<file path="src/rtl/cpu_sdr_bridge.sv">
// cpu_sdr_bridge: turns a level-held CPU bus cycle (cs/rd/wr) into a single
// req/ack handshake towards an SDRAM controller. The CPU gets `ready` once the
// SDRAM side has acknowledged. A write to a non-writable region is dropped
// without touching the SDRAM.
//
// Optional feature: define CPU_SDR_CACHE_EN to add a single-entry read cache
// (one tag, one data word, one valid bit). A read hit completes without an
// SDRAM request. Writes to the cached address merge into the cached word.
module cpu_sdr_bridge (
    input  logic        clk_sys,
    input  logic        reset_n,
    input  logic        cs,
    input  logic        rd,
    input  logic        wr,
    input  logic [24:1] addr,
    input  logic        writable,
    input  logic [1:0]  be,
    input  logic [15:0] din,
    output logic [15:0] dout,
    output logic        ready,
    output logic        sdr_req,
    input  logic        sdr_ack,
    output logic [24:1] sdr_addr,
    output logic        sdr_we,
    output logic [1:0]  sdr_be,
    output logic [15:0] sdr_wdata,
    input  logic [15:0] sdr_q
);

    typedef enum logic [1:0] {
        IDLE,
        REQ,
        DONE
    } state_t;

    state_t state;

    // The ack that ends a request; acks in any other state are stale or spurious.
    logic ack_in_req;
    assign ack_in_req = (state == REQ) && sdr_ack;

`ifdef CPU_SDR_CACHE_EN
    logic        cache_vld;
    logic [24:1] cache_tag;
    logic [15:0] cache_data;
    logic        read_hit;

    // Byte-lane merge of new write data into an existing word.
    function automatic logic [15:0] merge_be(input logic [15:0] old_word,
                                             input logic [15:0] new_word,
                                             input logic [1:0]  lanes);
        merge_be[15:8] = lanes[1] ? new_word[15:8] : old_word[15:8];
        merge_be[7:0]  = lanes[0] ? new_word[7:0]  : old_word[7:0];
    endfunction

    // Only reads may hit; a write always goes through to the SDRAM (or is dropped).
    assign read_hit = cache_vld && (cache_tag == addr) && !wr;

    // Valid bit: cleared by reset, set by the first completed read.
    always_ff @(posedge clk_sys or negedge reset_n) begin
        if (!reset_n) begin
            cache_vld <= 1'b0;
        end else if (ack_in_req && !sdr_we) begin
            cache_vld <= 1'b1;
        end
    end

    // Tag/data: fill on a read ack, merge on a write ack to the tagged address.
    always_ff @(posedge clk_sys) begin
        if (ack_in_req) begin
            if (!sdr_we) begin
                cache_tag  <= sdr_addr;
                cache_data <= sdr_q;
            end else if (cache_vld && (cache_tag == sdr_addr)) begin
                cache_data <= merge_be(cache_data, sdr_wdata, sdr_be);
            end
        end
    end
`endif

    // Bus-cycle FSM; every output is registered here.
    always_ff @(posedge clk_sys or negedge reset_n) begin
        if (!reset_n) begin
            state     <= IDLE;
            sdr_req   <= 1'b0;
            ready     <= 1'b0;
            dout      <= 16'h0000;
            sdr_addr  <= '0;
            sdr_we    <= 1'b0;
            sdr_be    <= 2'b00;
            sdr_wdata <= 16'h0000;
        end else begin
            case (state)
                IDLE: begin
                    if (cs && (rd || wr)) begin
                        // wr wins when both strobes are high
                        sdr_addr  <= addr;
                        sdr_we    <= wr;
                        sdr_be    <= be;
                        sdr_wdata <= din;
                        if (wr && !writable) begin
                            // ROM write: complete the CPU cycle, drop the data
                            ready <= 1'b1;
                            state <= DONE;
`ifdef CPU_SDR_CACHE_EN
                        end else if (read_hit) begin
                            dout  <= cache_data;
                            ready <= 1'b1;
                            state <= DONE;
`endif
                        end else begin
                            sdr_req <= 1'b1;
                            state   <= REQ;
                        end
                    end
                end
                REQ: begin
                    // cs may drop here; the request still runs to completion
                    if (sdr_ack) begin
                        sdr_req <= 1'b0;
                        ready   <= 1'b1;
                        if (!sdr_we) begin
                            dout <= sdr_q;
                        end
                        state <= DONE;
                    end
                end
                DONE: begin
                    // wait for the CPU to end its cycle; restart only from IDLE
                    if (!rd && !wr) begin
                        ready <= 1'b0;
                        state <= IDLE;
                    end
                end
                default: begin
                    state <= IDLE;
                end
            endcase
        end
    end

endmodule

</file>
<file path="config.mk">
export PLATFORM = sky130hd
export DESIGN_NAME = cpu_sdr_bridge
export DESIGN_NICKNAME = d
export VERILOG_FILES = /design/src/rtl/cpu_sdr_bridge.sv
export SDC_FILE = /design/constraint.sdc
export NUM_CORES = 1
export LEC_CHECK = 0
export CAP_MARGIN = 20
export CELL_PAD_IN_SITES_DETAIL_PLACEMENT = 1
export CELL_PAD_IN_SITES_GLOBAL_PLACEMENT = 1
export CORE_ASPECT_RATIO = 2
export CORE_UTILIZATION = 34
export CTS_CLUSTER_SIZE = 12
export DETAILED_ROUTE_END_ITERATION = 16
export GPL_ROUTABILITY_DRIVEN = 0
export PLACE_DENSITY = 0.87
export SETUP_SLACK_MARGIN = 0.2
export SLEW_MARGIN = 0
export SYNTH_ARGS = -nofsm -noshare
export SYNTH_HDL_FRONTEND = slang
export SYNTH_SLANG_ARGS = --single-unit
</file>
<file path="constraint.sdc">
create_clock -name clk_sys -period 3.2 [get_ports clk_sys]
set_input_delay 0.48 -clock clk_sys [delete_from_list [all_inputs] [get_ports clk_sys]]
set_output_delay 0.48 -clock clk_sys [all_outputs]
set_load 0.01 [all_outputs]
</file>
==> flow_metrics.py <==
metrics = {
    "sta": {
        "finClkSkew_ns": 0.005151,
        "drv_slew": 0,
        "hold_viol_final": 0,
        "rsz0062_at_grt": "no",
        "tns_ns": 0,
        "setup_viol": 0,
        "fin_crit_sh": 0.6290,
        "layout_min_cycle_time_ns": 2.013,
        "relSlewSlack": 0.4979,
        "max_freq_ghz": 0.4969,
        "tightest_slew_ns": 0.7531,
    },
    "cells_and_area": {
        "nets": 341,
        "antenna_cells": 0,
        "nFillCells": 706,
        "postLayoutCellArea_mm2": 0.004151,
        "syn2layout_area_growth_pct": 62.65,
        "drive_above_1_share": 0.2760,
        "multi_input_area_um2": 915.9,
        "regArea_mm2": 0.001577,
        "final_common_cell": "clkdlybuf4s50_1",
        "mostFrequentLayoutCells": "clkdlybuf4s50_1, dfrtp_1, mux2_4",
    },
    "floorplanning": {
        "core_region_area_mm2": 0.007267,
        "floorplan.initialDensity": 0.3512,
        "die_w_um": 63.27,
        "num_rows": 44,
        "die_area_mm2": 0.007878,
        "die_height_um": 124.5,
        "ios": 126,
    },
    "critical_path": {
        "worstReg2RegStart": "state[1]",
        "slowest_stage": "o21ai_4",
        "cp_num_buf_inv": 2,
        "worstPathMaxFanout": 19,
        "worst_setup_path_end_kind": "flop",
        "rr_endpoint": "dout[0]",
        "critPathLaunchType": "primary input",
        "crit_type": "in2reg",
        "crit_arrival_ns": 2.22,
        "critPathMaxStageDelay_ns": 0.58,
        "required_ns": 3.41,
        "crit_chain": "clkdlybuf4s50_1, o21ai_4, buf_12, mux2_2",
        "path_depth": 4,
        "cpLargestDelayFamily": "buffers and inverters",
        "r2r_setup_slack_ns": 1.55,
        "r2r_cells": 3,
    },
    "clock_network": {
        "insertion_delay_ns": 0.32,
        "hold_buffers": 0,
        "cts_inserted_buffers": 9,
        "clkSlewWorstSetupHoldPaths_ns": 0.05,
        "cts_max_level": 3,
        "cts_tree": "done",
        "cts_root_buf": "clkbuf_16",
        "post_cts_buffers": 0,
        "cts.sinks": 63,
        "clockBufferDepth": 2,
        "cts_resized": 0,
    },
    "synthesis": {
        "yosys_register_bits": 63,
        "syn-instance-count": 142,
        "synth_nets": 207,
        "synth_cell_types": 18,
        "synth_area_per_cell_um2": 17.97,
        "yosys_warnings": 0,
        "synthArstFlopShare": 1.000,
        "ys_seq_area_frac": 0.6176,
        "synth_edf_count": 0,
        "synth_ff_type": "dfrtp_1",
        "syn_area_mm2": 0.002552,
    },
    "drt": {
        "via_per_inst": 4.625,
        "wl_met1_mm": 2.154,
        "met2_length_mm": 4.072,
        "drt_iter0_markers": 60,
        "dr.pass1.iters": 2,
        "met3_wirelength_um": 293,
        "top_layer_used": "met4",
        "wl_per_cell_um": 18.45,
        "ant_nets": 0,
        "drcViolationCount": 0,
        "totalWireLength_mm": 6.846,
        "vias": 1716,
    },
    "flow_run": {
        "drv_cap": 0,
    },
    "grt": {
        "grt_pass1_vias": 2042,
        "grt_max_degree": 36,
        "antenna_found_initial": 0,
        "grt_pass1_wl_mm": 11.01,
        "grt_usage": 0.1937,
        "overflow": 0,
    },
    "hold_path": {
        "min_path_type": "in2async",
    },
    "power": {
        "power_density_mw_per_mm2": 1001,
        "power_uw": 4155,
        "power.leakage_uw": 0.001846,
        "ir_drop_mv": 0.5201,
    },
    "place": {
        "io_buffers": 125,
        "dpl.hpwl_mm": 5.205,
        "place_area_mm2": 0.003905,
    },
    "outcome": {
        "status": "complete, no violations",
    },
}
==> where the power goes <==
part           leakage [uW]  switching (uW)  total (uW)  internal, uW
Combinational      0.000977             636        1880          1240
Clock              0.000122             313         825           511
Sequential         0.000747             251        1450          1200
Total               0.00185            1200        4160          2960
==> state kept, by name, indices dropped and copies added (netlist names) <==
signal,count
dout,16
ready,1
sdr_addr,24
sdr_be,2
sdr_req,1
sdr_wdata,16
sdr_we,1
state,2
==> cell type report <==
class	instances	share of cell area
Clock buffer	12	0.05696
Clock inverter	2	0.002411
Inverter	1	0.0009042
Multi-Input combinational cell	73	0.2206
Sequential cell	63	0.3797
Tap cell	92	0.02773
Timing Repair Buffer	128	0.3116
==> cells by family after synthesis <==
kind of cell    after synthesis  synth area share
compound gates                7           0.02255
flops                        63            0.6176
mux                          59            0.3162
simple gates                  7           0.02010
buf+inv                       6           0.02353
==> metal layers <==
layer | up-vias | track usage
li1 | 768 | -
met1 | 849 | 0.1796
met2 | 77 | 0.3612
met3 | 22 | 0.04670
met4 | 0 | 0.1230
met5 | - | 0
==> worst max path at each step <==
stage                              end     start
final                     sdr_addr[11]        wr
after global routing      sdr_addr[11]        wr
after CTS                 sdr_addr[11]        wr
after detailed placement  sdr_addr[11]        wr
after global placement    sdr_addr[11]        wr
after floorplan                dout[0]  state[1]
==> cell usage after synthesis, types with 2 or more instances <==
master | instances | area, um^2
dfrtp_1 | 63 | 1577
mux2_4 | 38 | 570.6
mux2_2 | 21 | 236.5
buf_6 | 5 | 56.30
nand3_1 | 2 | 10.01
==> stage by stage <==
step                hold slack, ns  setup slack, ns  utilization  std cells
floorplan                   0.1844            1.770            -        142
global placement            0.4756           0.8758       0.5374        357
detailed placement          0.4715           0.8325       0.5374        357
CTS                         0.2319            1.176       0.5713        371
global route                0.2902            1.099       0.5713        371
finish                      0.2202            1.187       0.5713        371
Note: power is estimated with default switching activity, not from simulation.
